`src/rtl/alu_sequencer_if.sv`:
```
// Instruction and result channels between an instruction source and alu_sequencer.
// The source holds the master side, the sequencer the slave side.
interface alu_sequencer_if #(
    parameter int WIDTH = 16
);
    logic             instValid;
    logic             instReady;
    logic [2:0]       instOpc;
    logic [1:0]       instDst;
    logic [1:0]       instSrcA;
    logic [1:0]       instSrcB;
    logic             instC;
    logic [WIDTH-1:0] instImm;
    logic             resValid;
    logic             resReady;
    logic [WIDTH-1:0] resData;
    logic             zer;
    logic             neg;

    modport master (
        output instValid, instOpc, instDst, instSrcA, instSrcB, instC, instImm, resReady,
        input  instReady, resValid, resData, zer, neg
    );

    modport slave (
        input  instValid, instOpc, instDst, instSrcA, instSrcB, instC, instImm, resReady,
        output instReady, resValid, resData, zer, neg
    );
endinterface

```
`src/rtl/alu_sequencer.sv`:
```
// Front end for the external combinational ALU: accepts instructions, drives
// registered operands, writes the result back into a 4-entry register file.
//
// state | meaning
// IDLE  | ready for an instruction; operands are latched on accept
// EXEC  | ALU settles on latched operands; writeback at the end of the cycle
// DONE  | result presented on resValid until resReady
module alu_sequencer #(
    parameter int WIDTH = 16
) (
    input  logic             clk,
    input  logic             rst,
    alu_sequencer_if.slave   bus,
    output logic [WIDTH-1:0] inA,
    output logic [WIDTH-1:0] inB,
    output logic             inC,
    output logic [2:0]       opc,
    input  logic [WIDTH-1:0] outW,
    input  logic             aluZer,
    input  logic             aluNeg,
    input  logic [1:0]       rdSel,
    output logic [WIDTH-1:0] rdData
);
    localparam logic [2:0] OPC_LDI = 3'b111;

    typedef enum logic [1:0] {
        IDLE = 2'd0,
        EXEC = 2'd1,
        DONE = 2'd2
    } state_t;

    state_t           state;
    state_t           nxt_state;
    logic             inst_ready;
    logic             res_valid;
    logic             accept;
    logic             wb;
    logic [1:0]       dst_q;
    logic [WIDTH-1:0] imm_q;
    logic [WIDTH-1:0] res_data_q;
    logic             zer_q;
    logic             neg_q;
    logic [WIDTH-1:0] regs [4];

    always_ff @(posedge clk) begin
        if (rst) state <= IDLE;
        else     state <= nxt_state;
    end

    always_comb begin
        nxt_state  = state;
        inst_ready = 1'b0;
        res_valid  = 1'b0;
        accept     = 1'b0;
        wb         = 1'b0;
        case (state)
            IDLE: begin
                inst_ready = 1'b1;
                if (bus.instValid) begin
                    accept    = 1'b1;
                    nxt_state = EXEC;
                end
            end
            EXEC: begin
                wb        = 1'b1;
                nxt_state = DONE;
            end
            DONE: begin
                res_valid = 1'b1;
                if (bus.resReady) nxt_state = IDLE;
            end
            default: nxt_state = IDLE;
        endcase
    end

    // Operands are sampled at accept, so a destination that is also a source
    // sees the value from before this instruction's writeback.
    always_ff @(posedge clk) begin
        if (rst) begin
            inA        <= '0;
            inB        <= '0;
            inC        <= 1'b0;
            opc        <= 3'b000;
            dst_q      <= 2'd0;
            imm_q      <= '0;
            res_data_q <= '0;
            zer_q      <= 1'b0;
            neg_q      <= 1'b0;
            for (int i = 0; i < 4; i++) regs[i] <= '0;
        end else begin
            if (accept) begin
                inA   <= regs[bus.instSrcA];
                inB   <= regs[bus.instSrcB];
                inC   <= bus.instC;
                opc   <= bus.instOpc;
                dst_q <= bus.instDst;
                imm_q <= bus.instImm;
            end
            if (wb) begin
                if (opc == OPC_LDI) begin
                    regs[dst_q] <= imm_q;
                    res_data_q  <= imm_q;
                    zer_q       <= (imm_q == '0);
                    neg_q       <= imm_q[WIDTH-1];
                end else begin
                    regs[dst_q] <= outW;
                    res_data_q  <= outW;
                    zer_q       <= aluZer;
                    neg_q       <= aluNeg;
                end
            end
        end
    end

    assign bus.instReady = inst_ready;
    assign bus.resValid  = res_valid;
    assign bus.resData   = res_data_q;
    assign bus.zer       = zer_q;
    assign bus.neg       = neg_q;
    assign rdData        = regs[rdSel];
endmodule

```
`src/flat_wrapper.sv`:
```
// flat-port wrapper written by rule: the top's interface ports become plain ports
module alu_sequencer_flat 
#(
    parameter int WIDTH = 16
)
  (clk, rst, inA, inB, inC, opc, outW, aluZer, aluNeg, rdSel, rdData, bus_instValid, bus_instOpc, bus_instDst, bus_instSrcA, bus_instSrcB, bus_instC, bus_instImm, bus_resReady, bus_instReady, bus_resValid, bus_resData, bus_zer, bus_neg);
  alu_sequencer_if #(.WIDTH(WIDTH)) bus_i ();
  input  logic clk;
  input  logic rst;
  output logic [WIDTH-1:0] inA;
  output logic [WIDTH-1:0] inB;
  output logic inC;
  output logic [2:0] opc;
  input  logic [WIDTH-1:0] outW;
  input  logic aluZer;
  input  logic aluNeg;
  input  logic [1:0] rdSel;
  output logic [WIDTH-1:0] rdData;
  input wire logic [$bits(bus_i.instValid)-1:0] bus_instValid;
  input wire logic [$bits(bus_i.instOpc)-1:0] bus_instOpc;
  input wire logic [$bits(bus_i.instDst)-1:0] bus_instDst;
  input wire logic [$bits(bus_i.instSrcA)-1:0] bus_instSrcA;
  input wire logic [$bits(bus_i.instSrcB)-1:0] bus_instSrcB;
  input wire logic [$bits(bus_i.instC)-1:0] bus_instC;
  input wire logic [$bits(bus_i.instImm)-1:0] bus_instImm;
  input wire logic [$bits(bus_i.resReady)-1:0] bus_resReady;
  output wire logic [$bits(bus_i.instReady)-1:0] bus_instReady;
  output wire logic [$bits(bus_i.resValid)-1:0] bus_resValid;
  output wire logic [$bits(bus_i.resData)-1:0] bus_resData;
  output wire logic [$bits(bus_i.zer)-1:0] bus_zer;
  output wire logic [$bits(bus_i.neg)-1:0] bus_neg;
  assign bus_i.instValid = bus_instValid;
  assign bus_i.instOpc = bus_instOpc;
  assign bus_i.instDst = bus_instDst;
  assign bus_i.instSrcA = bus_instSrcA;
  assign bus_i.instSrcB = bus_instSrcB;
  assign bus_i.instC = bus_instC;
  assign bus_i.instImm = bus_instImm;
  assign bus_i.resReady = bus_resReady;
  assign bus_instReady = bus_i.instReady;
  assign bus_resValid = bus_i.resValid;
  assign bus_resData = bus_i.resData;
  assign bus_zer = bus_i.zer;
  assign bus_neg = bus_i.neg;
  alu_sequencer #(.WIDTH(WIDTH)) u_core (.clk(clk), .rst(rst), .bus(bus_i), .inA(inA), .inB(inB), .inC(inC), .opc(opc), .outW(outW), .aluZer(aluZer), .aluNeg(aluNeg), .rdSel(rdSel), .rdData(rdData));
endmodule
```
`config.mk`:
```
export PLATFORM = sky130hd
export DESIGN_NAME = alu_sequencer_flat
export DESIGN_NICKNAME = d
export VERILOG_FILES = /design/src/rtl/alu_sequencer_if.sv /design/src/rtl/alu_sequencer.sv /design/src/flat_wrapper.sv
export SDC_FILE = /design/constraint.sdc
export NUM_CORES = 1
export LEC_CHECK = 0
export CAP_MARGIN = 5
export CORE_MARGIN = 4
export CORE_UTILIZATION = 25
export CTS_BUF_LIST = sky130_fd_sc_hd__clkbuf_2
export DETAILED_ROUTE_END_ITERATION = 12
export GPL_TIMING_DRIVEN = 0
export PLACE_DENSITY = 0.46
export SYNTH_ARGS = -nofsm -noshare
export SYNTH_HDL_FRONTEND = slang
export SYNTH_SLANG_ARGS = --single-unit
```
`constraint.sdc`:
```
create_clock -name clk -period 3.15 [get_ports clk]
set_input_delay 0.63 -clock clk [delete_from_list [all_inputs] [get_ports clk]]
set_output_delay 0.63 -clock clk [all_outputs]
set_load 0.02 [all_outputs]
```
==> impl_metrics.json <==
{
  "grt_pass1_wl_um": 26400,
  "status": "completed",
  "p_int_mw": 2.63,
  "tightest_slew_ns": 0.806,
  "cts_tree": "done",
  "nets": 701,
  "synth_cells": 517,
  "hold_violations": 0,
  "dieArea_sq_um": 27100,
  "slowest_stage": "mux4_2",
  "critPathMaxFanout": 10,
  "placementRows": 57,
  "crit_chain": "buf_2, buf_2, mux4_2, clkdlybuf4s50_1",
  "ctsResizeCount": 0,
  "r2r-end": "u_core.regs[2][3]",
  "ys_seq_area_share_pct": 55.5,
  "drt_iter0_markers": 258,
  "grt_overflow": 0,
  "p_comb_share_pct": 16.9,
  "crit_top_cell": "buf_2",
  "synth_area_sq_um": 6130,
  "critical_path_required_ns": 2.52,
  "synth_nets": 567,
  "seqPwrFrac_pct": 55.2,
  "start_util_pct": 25.3,
  "grt_max_degree": 17,
  "cts_made_buffers": 17,
  "cts_root_buffer": "clkbuf_2",
  "setup.worst_path.start_class": "primary input",
  "path_clk_slew_ns": 0.21,
  "routed-via-count": 4341,
  "areaGrowthSynthToFinish_pct": 29.4,
  "coreArea_sq_um": 24200,
  "viasPerCell": 4.39,
  "rsz0062_at_grt": "no",
  "hold_depth": 3,
  "peakVddDrop_mv": 0.183,
  "cts-htree-levels": 4,
  "gp_congestion": 0.773,
  "antenna_found_initial": 1,
  "worstHoldEndpoint": "u_core.bus.neg",
  "post-cts-setup-buffer-count": 0,
  "postRouteAntennaNets": 0,
  "fin_util_pct": 32.7,
  "slew_headroom_pct": 46.3,
  "p_leak_nw": 2.92,
  "cap_violations": 0,
  "io_pins": 122,
  "powerDensity_nw_per_um2": 468,
  "cp_data_arrival_time_ns": 2.39,
  "layout_commonest_cell": "clkdlybuf4s50_1",
  "finalSetupViolations": 0,
  "drive_gt1_share_pct": 17.0,
  "cts.sinks": 138,
  "worstReg2RegStart": "u_core.state[0]",
  "hpwlAfterDp_um": 14000,
  "cts_hold_buf": 0,
  "min_period_ns": 3.02,
  "switching_share_pct": 29.1,
  "fill_cells": 2492,
  "hp-start": "rst",
  "report.final.slew_viol_count": 0,
  "clockPowerShare_pct": 27.9,
  "ys_seq_elements": 138,
  "drt_pass1_iterations": 4,
  "max_stage_delay_ns": 0.58,
  "clock.fmax_ghz": 0.331,
  "final_cell_mix": "clkdlybuf4s50_1 (114), nand2_1 (109), dfxtp_1 (74)",
  "clkLatencyLatePin_ns": 0.74,
  "portBuffers": 114,
  "synth_cell_types": 31,
  "wl_um": 17000,
  "finalPower_mw": 3.71,
  "cts.path.max_buffers": 2,
  "dieHeight_um": 165,
  "routedWlPerCell_um": 17.2,
  "netSwitchingPower_mw": 1.08,
  "track_usage_pct": 12.9,
  "avgSynthCellArea_sq_um": 11.9,
  "grt_pass1_vias": 4632,
  "finClkSkew_ns": 0.0382,
  "cp-end-kind": "output port",
  "die_w_um": 165,
  "yosysWarnings": 0,
  "finalSetupTns_ns": 0,
  "r2r_cells": 4,
  "hold_class": "primary input to flop",
  "drc": 0,
  "period_share_pct": 96.0,
  "path_class": "primary input to output port",
  "r2r_slack_ns": 0.87
}
synthesized netlist by cell type:
library cell / number / area, sq um
nor2b_4: 1 / 13.8
mux4_2: 48 / 1080
nor2_1: 42 / 158
buf_6: 3 / 33.8
buf_2: 12 / 60.1
clkbuf_1: 21 / 78.8
a32oi_1: 1 / 8.76
edfxtp_1: 64 / 1920
o21bai_1: 1 / 7.51
nor4_1: 4 / 25.0
and2_1: 1 / 6.26
a31o_2: 1 / 8.76
and4_1: 1 / 8.76
nor2b_1: 1 / 6.26
buf_4: 4 / 30.0
or2b_1: 1 / 7.51
o31ai_1: 1 / 7.51
nand2_1: 109 / 409
a21o_1: 16 / 120
mux2i_1: 15 / 150
nand4_1: 1 / 6.26
nand3b_1: 2 / 15.0
o21ai_0: 1 / 5.00
nand2b_1: 5 / 31.3
nor2_2: 10 / 62.6
a21oi_1: 57 / 285
or3_1: 1 / 6.26
dfxtp_1: 74 / 1480
nor3_1: 16 / 80.1
buf_1: 2 / 7.51
nand3_1: 1 / 5.00
power by group through the flow:
stage	Clock, mW	Sequential (mW)	Combinational (mW)
floorplan	0	2.10	0.320
global placement	0	2.08	0.628
detailed placement	0	2.09	0.637
CTS	1.07	2.05	0.638
global route	1.14	2.06	0.679
finish	1.04	2.05	0.627
through the flow:
stage               worst slack (ns)  instances  hold WS, ns  instance area (sq um)
floorplan                      0.762        517        0.445                   6130
global placement              0.0961        955        0.443                   7670
detailed placement            0.0443        956        0.441                   7690
CTS                           0.0439        988        0.274                   7930
global route                 0.00956        989        0.292                   7930
finish                         0.126        989        0.336                   7930
worst max path at each step:
stage                   from    endpoint  cells past startpoint
finish              rdSel[0]   rdData[8]                      4
global route        rdSel[0]  rdData[13]                      4
CTS                 rdSel[1]   rdData[8]                      4
detailed placement  rdSel[1]   rdData[8]                      4
global placement    rdSel[1]   rdData[8]                      4
floorplan           rdSel[0]  rdData[10]                      3
cell families (layout without fill, tap and decap cells):
family,Yosys count,count (layout),synth area share (%)
AO/OA/AOI/OAI,78,78,7.23
buffers and inverters,42,189,3.43
flip-flops,138,138,55.5
multiplexers,63,63,20.1
other,0,1,0
AND/OR/NAND/NOR,196,196,13.7
critical path: cells and delay by family:
kind / cells / cell delay [ns]
buf+inv: 3 / 1.17
mux: 1 / 0.58
sequential cells by signal, summed over array words and instances, names as in the netlist:
name and count:
u_core.bus.neg 1, u_core.bus.resData 16, u_core.bus.zer 1, u_core.state 2
u_core.inB 16, u_core.regs 64, u_core.inC 1, u_core.opc 3
u_core.imm_q 16, u_core.dst_q 2, u_core.inA 16
layer usage:
layer | part of all wire, % | vias up | track usage [%]
met1 | 45 | 2061 | 16.9
met5 | 0 | - | 0
li1 | - | 2149 | -
met3 | 6.0 | 14 | 3.59
met4 | 1.2 | 0 | 3.74
met2 | 47 | 117 | 20.9
cell type report:
type                            instances  area, sq um  area share [%]
Antenna cell                            1         2.50          0.0316
Buffer                                 42          211            2.67
Clock buffer                           17         85.1            1.07
Clock inverter                         15          154            1.94
Multi-Input combinational cell        337         2510            31.7
Sequential cell                       138         3400            42.9
Tap cell                              324          405            5.11
Timing Repair Buffer                  115         1150            14.5
No activity file was read; power rests on OpenSTA's default activity.
